File: src/rtl/shift_add_mul_ctrl_pkg.sv
// Shared types for the shift-and-add multiplier: FSM encodings and counter sizing.
package mul_ctrl_pkg;

  typedef enum logic [1:0] {
    ST_IDLE = 2'd0,
    ST_RUN  = 2'd1,
    ST_DONE = 2'd2
  } state_t;

  // Iteration counter must hold 0..N without wrapping.
  function automatic int cnt_width(input int n);
    return $clog2(n) + 1;
  endfunction

endpackage

File: src/rtl/shift_add_mul_ctrl_if.sv
// Requester-side handshake and result bus of the shift-and-add multiplier.
interface shift_add_mul_ctrl_if #(
  parameter int N = 4
);
  logic             start;
  logic [N-1:0]     A;
  logic [N-1:0]     B;
  logic             busy;
  logic             done;
  logic [2*N-1:0]   P;

  modport master (output start, A, B, input busy, done, P);
  modport slave  (input start, A, B, output busy, done, P);
endinterface

File: src/rtl/shift_add_mul_ctrl_nibble_adder.sv
// N-bit ripple-carry adder; the single arithmetic resource shared by every iteration.
module nibble_adder #(
  parameter int N = 4
) (
  input  logic         cin,
  input  logic [N-1:0] x,
  input  logic [N-1:0] y,
  output logic [N-1:0] s,
  output logic         cout
);

  // Ripple carry from bit 0 upward.
  always_comb begin : p_ripple
    logic carry_v;
    carry_v = cin;
    s       = {N{1'b0}};
    for (int i = 0; i < N; i++) begin
      s[i]    = x[i] ^ y[i] ^ carry_v;
      carry_v = (x[i] & y[i]) | (carry_v & (x[i] ^ y[i]));
    end
    cout = carry_v;
  end

endmodule

File: src/rtl/shift_add_mul_ctrl.sv
// Sequential unsigned N x N -> 2N multiplier, one multiplier bit per cycle.
// Optional early termination on exhausted multiplier bits: define MUL_ZERO_SKIP_EN.
module shift_add_mul_ctrl
  import mul_ctrl_pkg::*;
#(
  parameter int N = 4
) (
  input logic                Clock,
  input logic                Resetn,
  shift_add_mul_ctrl_if.slave bus
);

  localparam int CW = cnt_width(N);

  state_t          state_r;
  state_t          state_next_s;
  logic [N-1:0]    m_r;
  logic [N-1:0]    q_r;
  logic [N-1:0]    acc_r;
  logic            c_r;
  logic [CW-1:0]   cnt_r;
  logic [2*N-1:0]  p_r;
  logic            busy_r;
  logic            done_r;

  logic [N-1:0]    addend_s;
  logic [N-1:0]    sum_s;
  logic            cout_s;
  logic [2*N:0]    shifted_s;
  logic            last_s;
  logic            skip_s;
  logic [2*N-1:0]  p_next_s;
  logic            busy_s;
  logic            done_s;

  nibble_adder #(.N(N)) u_adder (
    .cin  (1'b0),
    .x    (acc_r),
    .y    (addend_s),
    .s    (sum_s),
    .cout (cout_s)
  );

  // Add-then-shift step; C is zero after every shift, so OR-ing it in only keeps the carry path explicit.
  always_comb begin
    addend_s  = q_r[0] ? m_r : {N{1'b0}};
    shifted_s = {(cout_s | c_r), sum_s, q_r} >> 1;
    last_s    = (cnt_r == CW'(N - 1));
  end

`ifdef MUL_ZERO_SKIP_EN
  logic [N-1:0] mask_s;

  // Finish early once the unconsumed multiplier bits are all zero.
  always_comb begin
    mask_s = ~({N{1'b1}} << (N - int'(cnt_r)));
    if ((q_r & mask_s) == {N{1'b0}}) begin
      skip_s   = 1'b1;
      p_next_s = {acc_r, q_r} >> (N - int'(cnt_r));
    end else begin
      skip_s   = 1'b0;
      p_next_s = shifted_s[2*N-1:0];
    end
  end
`else
  // Fixed-length run: the product is always the post-shift register pair.
  always_comb begin
    skip_s   = 1'b0;
    p_next_s = shifted_s[2*N-1:0];
  end
`endif

  // State register.
  always_ff @(posedge Clock or negedge Resetn) begin
    if (!Resetn) begin
      state_r <= ST_IDLE;
    end else begin
      state_r <= state_next_s;
    end
  end

  // Next-state logic.
  always_comb begin
    state_next_s = state_r;
    case (state_r)
      ST_IDLE: state_next_s = bus.start ? ST_RUN : ST_IDLE;
      ST_RUN:  state_next_s = (skip_s || last_s) ? ST_DONE : ST_RUN;
      ST_DONE: state_next_s = ST_IDLE;
      default: state_next_s = ST_IDLE;
    endcase
  end

  // Output decode from the next state so busy/done come straight from flops.
  always_comb begin
    busy_s = (state_next_s == ST_RUN) || (state_next_s == ST_DONE);
    done_s = (state_next_s == ST_DONE);
  end

  // Registered status outputs.
  always_ff @(posedge Clock or negedge Resetn) begin
    if (!Resetn) begin
      busy_r <= 1'b0;
      done_r <= 1'b0;
    end else begin
      busy_r <= busy_s;
      done_r <= done_s;
    end
  end

  // Operand capture, iteration datapath and product register.
  always_ff @(posedge Clock or negedge Resetn) begin
    if (!Resetn) begin
      m_r   <= {N{1'b0}};
      q_r   <= {N{1'b0}};
      acc_r <= {N{1'b0}};
      c_r   <= 1'b0;
      cnt_r <= {CW{1'b0}};
      p_r   <= {(2*N){1'b0}};
    end else begin
      case (state_r)
        ST_IDLE: begin
          if (bus.start) begin
            m_r   <= bus.A;
            q_r   <= bus.B;
            acc_r <= {N{1'b0}};
            c_r   <= 1'b0;
            cnt_r <= {CW{1'b0}};
          end
        end
        ST_RUN: begin
          if (skip_s) begin
            p_r <= p_next_s;
          end else begin
            c_r   <= shifted_s[2*N];
            acc_r <= shifted_s[2*N-1:N];
            q_r   <= shifted_s[N-1:0];
            cnt_r <= cnt_r + {{(CW-1){1'b0}}, 1'b1};
            if (last_s) begin
              p_r <= p_next_s;
            end
          end
        end
        default: ;
      endcase
    end
  end

  assign bus.busy = busy_r;
  assign bus.done = done_r;
  assign bus.P    = p_r;

endmodule

File: src/flat_wrapper.sv
// flat-port wrapper written by rule: the top's interface ports become plain ports
module shift_add_mul_ctrl_flat import mul_ctrl_pkg::*;
#(
  parameter int N = 4
)
  (Clock, Resetn, bus_start, bus_A, bus_B, bus_busy, bus_done, bus_P);
  shift_add_mul_ctrl_if #(.N(N)) bus_i ();
  input logic Clock;
  input logic Resetn;
  input wire logic [$bits(bus_i.start)-1:0] bus_start;
  input wire logic [$bits(bus_i.A)-1:0] bus_A;
  input wire logic [$bits(bus_i.B)-1:0] bus_B;
  output wire logic [$bits(bus_i.busy)-1:0] bus_busy;
  output wire logic [$bits(bus_i.done)-1:0] bus_done;
  output wire logic [$bits(bus_i.P)-1:0] bus_P;
  assign bus_i.start = bus_start;
  assign bus_i.A = bus_A;
  assign bus_i.B = bus_B;
  assign bus_busy = bus_i.busy;
  assign bus_done = bus_i.done;
  assign bus_P = bus_i.P;
  shift_add_mul_ctrl #(.N(N)) u_core (.Clock(Clock), .Resetn(Resetn), .bus(bus_i));
endmodule
File: config.mk
export PLATFORM = sky130hd
export DESIGN_NAME = shift_add_mul_ctrl_flat
export DESIGN_NICKNAME = d
export VERILOG_FILES = /design/src/rtl/shift_add_mul_ctrl_pkg.sv /design/src/rtl/shift_add_mul_ctrl_if.sv /design/src/rtl/shift_add_mul_ctrl_nibble_adder.sv /design/src/rtl/shift_add_mul_ctrl.sv /design/src/flat_wrapper.sv
export SDC_FILE = /design/constraint.sdc
export NUM_CORES = 1
export LEC_CHECK = 0
export CAP_MARGIN = 5
export CORE_MARGIN = 4
export CORE_UTILIZATION = 30
export DETAILED_ROUTE_END_ITERATION = 10
export GPL_TIMING_DRIVEN = 0
export PLACE_DENSITY = 0.59
export SYNTH_ARGS = -nofsm -noshare
export SYNTH_HDL_FRONTEND = slang
export SYNTH_SLANG_ARGS = --single-unit
File: constraint.sdc
create_clock -name Clock -period 2.4 [get_ports Clock]
set_input_delay 0.48 -clock Clock [delete_from_list [all_inputs] [get_ports Clock]]
set_output_delay 0.48 -clock Clock [all_outputs]
set_load 0.01 [all_outputs]
# Word-level counts from Yosys, hierarchy flattened
# Index checks and enable logic that the tools add are counted.
# totals
regBits,28
in_bits,11
# op_classes
n_addsub,1
n_eq_ne,5
muxes,12
bitwise,18
n_reduce_logical,6
# ops
operator,n
4-bit one-hot mux with 2 select lines,2
4-bit two-way mux,3
1-bit bitwise AND,7
1-bit XOR,7
3-bit one-hot mux with 2 select lines,1
2-bit AND reduction,3
2-bit by 1-bit == test with 1-bit output (second input constant),2
1-bit OR,4
2-bit one-hot mux with 2 select lines,1
3-bit by 1-bit adder with 3-bit output (second input constant),1
3-bit by 2-bit == test with 1-bit output (second input constant),1
3-bit two-way mux,1
2-bit == test (second input constant),1
2-bit zero test,1
1-bit two-way mux,2
2-bit two-way mux,1
2-bit != test (second input constant),1
1-bit one-hot mux with 2 select lines,1
2-bit nonzero test,1
1-bit logical OR,1

# Longest topological paths before layout
# depth
depth_word,10
mapped_depth,7
ltp_nobuf,7

# Modules after synthesis
# A second synthesis with hierarchy kept.
# hier_totals
hier_cells,97
area_unflattened_um2,1261.2
# modules_own_cells
mod,instances,cells_each,area_each_um2
shift_add_mul_ctrl,1,83,1143.6
nibble_adder,1,14,117.6

# Least setup slack after synthesis
# No wires, ideal clock.
# synth_timing
path_type,register to register
start,reg u_core.q_r[0]
end,"reg u_core.p_r[6], in the netlist u_core.bus.P[6]"
t_arrival_ns,1.960
required_ns,2.276
slack_ns,0.317
path_stages_with_launch,8
path_buffers,0
cell_sequence,dfrtp_1 and2_1 ha_1 inv_1 fa_1 fa_1 fa_1 mux2i_1
# synth_via
elab_chain_cells,7
elab_cells_between_ends,12
classes_between,1 x mux; 11 x bitwise
# synth_rtl
element,line,rtl
"start, declared",shift_add_mul_ctrl.sv:18,logic [N-1:0] q_r;
"start signal, assigned",shift_add_mul_ctrl.sv:114,q_r <= {N{1'b0}};
"start signal, assigned",shift_add_mul_ctrl.sv:124,q_r <= bus.B;
"start signal, assigned",shift_add_mul_ctrl.sv:136,q_r <= shifted_s[N-1:0];
4-bit two-way mux (*),shift_add_mul_ctrl.sv:46,addend_s = q_r[0] ? m_r : {N{1'b0}};
1-bit bitwise AND / 1-bit XOR (equally long branches),shift_add_mul_ctrl_nibble_adder.sv:19,carry_v = (x[i] & y[i]) | (carry_v & (x[i] ^ y[i]));
1-bit bitwise AND,shift_add_mul_ctrl_nibble_adder.sv:19,
1-bit OR,shift_add_mul_ctrl_nibble_adder.sv:19,
1-bit bitwise AND,shift_add_mul_ctrl_nibble_adder.sv:19,
1-bit OR,shift_add_mul_ctrl_nibble_adder.sv:19,
1-bit XOR (*),shift_add_mul_ctrl_nibble_adder.sv:18,s[i] = x[i] ^ y[i] ^ carry_v;
"end signal, assigned",shift_add_mul_ctrl.sv:118,p_r <= {(2*N){1'b0}};
"end signal, assigned",shift_add_mul_ctrl.sv:132,p_r <= p_next_s;
"end signal, assigned",shift_add_mul_ctrl.sv:139,p_r <= p_next_s;
"end, declared",shift_add_mul_ctrl.sv:22,logic [2*N-1:0] p_r;
# Mark *: on every way between the ends. The rest lies on a longest branch, timed or not.
# A chain may end at the register's enable or synchronous reset.

# Worst setup path in the final report
# layout_timing
start,reg u_core.q_r[0]
end,reg u_core.acc_r[2]
# layout_via
elab_chain_cells,8
elab_cells_between_ends,13
classes_between,2 x mux; 11 x bitwise
# layout_rtl
element,line,rtl
4-bit two-way mux (*),shift_add_mul_ctrl.sv:46,
1-bit bitwise AND / 1-bit XOR (equally long branches),shift_add_mul_ctrl_nibble_adder.sv:19,
1-bit bitwise AND,shift_add_mul_ctrl_nibble_adder.sv:19,
1-bit OR,shift_add_mul_ctrl_nibble_adder.sv:19,
1-bit bitwise AND,shift_add_mul_ctrl_nibble_adder.sv:19,
1-bit OR,shift_add_mul_ctrl_nibble_adder.sv:19,
1-bit XOR (*),shift_add_mul_ctrl_nibble_adder.sv:18,
4-bit one-hot mux with 2 select lines (*),shift_add_mul_ctrl.sv:120,case (state_r)
"end signal, assigned",shift_add_mul_ctrl.sv:115,acc_r <= {N{1'b0}};
"end signal, assigned",shift_add_mul_ctrl.sv:125,acc_r <= {N{1'b0}};
"end signal, assigned",shift_add_mul_ctrl.sv:135,acc_r <= shifted_s[2*N-1:N];
"end, declared",shift_add_mul_ctrl.sv:19,logic [N-1:0] acc_r;
# Marks and branches as above.

==> flow_summary.ini <==
[timing]
setup_ws_ns = 0.176
hold_viol_final = 0
fin_crit_sh_pct = 92.7
final-max-slew-violation-count = 0
fmax_mhz = 450
finalClockSkew_ns = 0.00383
rsz0062_at_grt = no
period_needed_ns = 2.22
worst_hold_slack_ns = 0.201
finalSetupViolCount = 0
setup_tns_ns = 0
worst_pin_slew_ns = 0.594
slew_headroom_pct = 60.4

[cells_and_area]
fin_nets = 139
area_delta_synth_final_pct = 24.0
final_core_util_pct = 38.9
drive_gt1_share_pct = 17.5
n_antenna_cell = 0
instances_no_fill = 170
final_area_mm2 = 0.00157

[drt]
drt_first_iter_violations = 22
post_drt_via_cell_ratio = 4.48
wl_um = 2200
wire_per_inst_um = 12.9
ant_nets = 0
drc = 0
vias = 761
drt-pass1-iter-count = 4

[critical_path]
path_cells = and2_1, ha_1, inv_1, fa_1, fa_1, fa_1, o2bb2ai_1
cp-end-kind = register
cpPeakStageDelay_ns = 0.52
cp.required_ns = 2.56
cpLargestDelayFamily = adder cells
worst_path_most_repeated_cell = fa_1
cp.depth = 7
worst_path_max_delay_cell = fa_1
critical_path_peak_fanout = 5
path_buf_inv = 1
critPathKind = reg2reg
startpoint_type = register
crit_arrival_ns = 2.38
rr_worst_depth = 7

[placed_design]
hpwl_um = 1670
port_buffers = 20
placed_cell_area_mm2 = 0.00153
gp_congestion = 0.806
post-place-ws_ns = 0.181
dpl.cell_count = 166

[run_status]
outcome = complete, no violations

[power]
p_total_mw = 2.02
max-vdd-ir-drop_mv = 0.530
p_leak_nw = 0.739
p_per_area_mw_per_mm2 = 1290

[synthesis]
synth_cell_types = 25
ys_async_sr_fraction_pct = 100
synth_ff_type = dfrtp_1
syn-cell-area_mm2 = 0.00126
yosysSeqAreaShare_pct = 53.5
syn_area_per_cell_um2 = 13.2
synth_edf_count = 0
synthCells = 96
yosysTopAreaCell = dfrtp_1
syn-num-nets = 114
synth-seq-cells = 27
synthTopCellsByArea = dfrtp_1, fa_1, inv_1, mux2_4, mux2_2
synth-warning-count = 0
synth_top_area_share_pct = 53.5

[clock_tree]
path_clk_slew_ns = 0.09
clk_latency_ns = 0.27
clockRootBuffer = clkbuf_8
cts_tree = built
clkSinkCount = 27
hold_buffers = 0
numCtsBuffers = 3
cts_max_path_buffers = 2
cts_setup_buffers = 0
htreeDepth = 1
cts-resized-gates = 0

[grt]
grt.overflow.total = 0
grt_pass1_wl_um = 3740
grt_pass1_vias = 794
antenna_found_initial = 0
grt_max_degree = 28
gr-usage-all-layers_pct = 9.40

[floorplan]
io_pins = 21
dieHeight_um = 72.9
core_area_mm2 = 0.00403
fp.dieArea_mm2 = 0.00531
rows = 23
start_util_pct = 31.4
die_w_um = 72.9

[flow_run]
drv_cap = 0

[min_path]
hold_class = in2async
==> worst register-to-register path: stages, from the launching register on <==
cell,delay (ns)
dfrtp_1,0.42
and2_1,0.15
ha_1,0.15
inv_1,0.05
fa_1,0.37
fa_1,0.39
fa_1,0.52
o2bb2ai_1,0.07
==> layout by cell type (no fill, tap or decap), types with 2 or more instances in the layout <==
master           count
inv_1               16
buf_2                2
nor2b_1              2
dfrtp_1             27
mux2i_1              4
nor2_1               4
nor3b_1              3
mux2_4               4
buf_6                3
fa_1                 3
a221oi_1             2
ha_1                 4
nand2_1              3
clkbuf_8             3
mux2_2               5
clkdlybuf4s50_1     19
o2bb2ai_1            5
==> routing by layer <==
metal  global-route usage, %  up-vias  wire (µm)
li1                        -      374          -
met1                    11.9      370        981
met2                    15.3       13       1100
met3                    3.31        4         86
met4                    2.46        0         27
met5                       0        -          0
==> area by class of cell <==
cell class                 count  area, µm²
clock buffer                   4       45.0
sequential                    27        676
buffer                         4       38.8
tap                           50       62.6
timing repair buffer          20        195
fill                         403       2460
inverter                      16       60.1
multi-input combinational     49        489
==> cells in the mapped netlist, drive strengths merged (2+ instances only) <==
| master | number |
|---|---|
| inv | 16 |
| o2bb2ai | 5 |
| mux2i | 4 |
| nor2 | 4 |
| nor3b | 4 |
| nand2 | 3 |
| nor2b | 2 |
| fa | 3 |
| mux2 | 9 |
| ha | 4 |
| dfrtp | 27 |
| buf | 4 |
| a221oi | 3 |
==> worst paths after layout <==
path,start,end,slack (ns)
worst max-delay path,u_core.q_r[0]$_DFFE_PN0P_,u_core.acc_r[2]$_DFFE_PN0P_,0.18
worst min-delay path,Resetn,u_core.bus.P[5]$_DFFE_PN0P_,0.20
worst max register to register,u_core.q_r[0]$_DFFE_PN0P_,u_core.acc_r[2]$_DFFE_PN0P_,0.18
worst min register to register,u_core.acc_r[3]$_DFFE_PN0P_,u_core.acc_r[3]$_DFFE_PN0P_,0.49
max in group asynchronous,Resetn,u_core.q_r[0]$_DFFE_PN0P_,1.81
min in group Clock,u_core.acc_r[3]$_DFFE_PN0P_,u_core.acc_r[3]$_DFFE_PN0P_,0.49
==> sequential cells by signal, indices dropped and copies added, names as in the netlist <==
signal	count
u_core.m_r	4
u_core.state_r	2
u_core.q_r	4
u_core.bus.busy	1
u_core.bus.P	8
u_core.cnt_r	3
u_core.acc_r	4
u_core.bus.done	1
==> where the power goes <==
part	switching [mW]	internal [mW]	total (mW)
registers	0.121	0.672	0.794
logic	0.441	0.538	0.978
clock network	0.134	0.119	0.253
total	0.696	1.33	2.02
==> kinds of logic after synthesis <==
| family | synth area share (%) |
|---|---|
| simple gates | 8.22 |
| fa+ha+maj | 8.71 |
| buf+inv | 7.82 |
| compound gates | 9.41 |
| mux | 12.4 |
| flops | 53.5 |
Note: power is estimated with default switching activity, not from simulation.
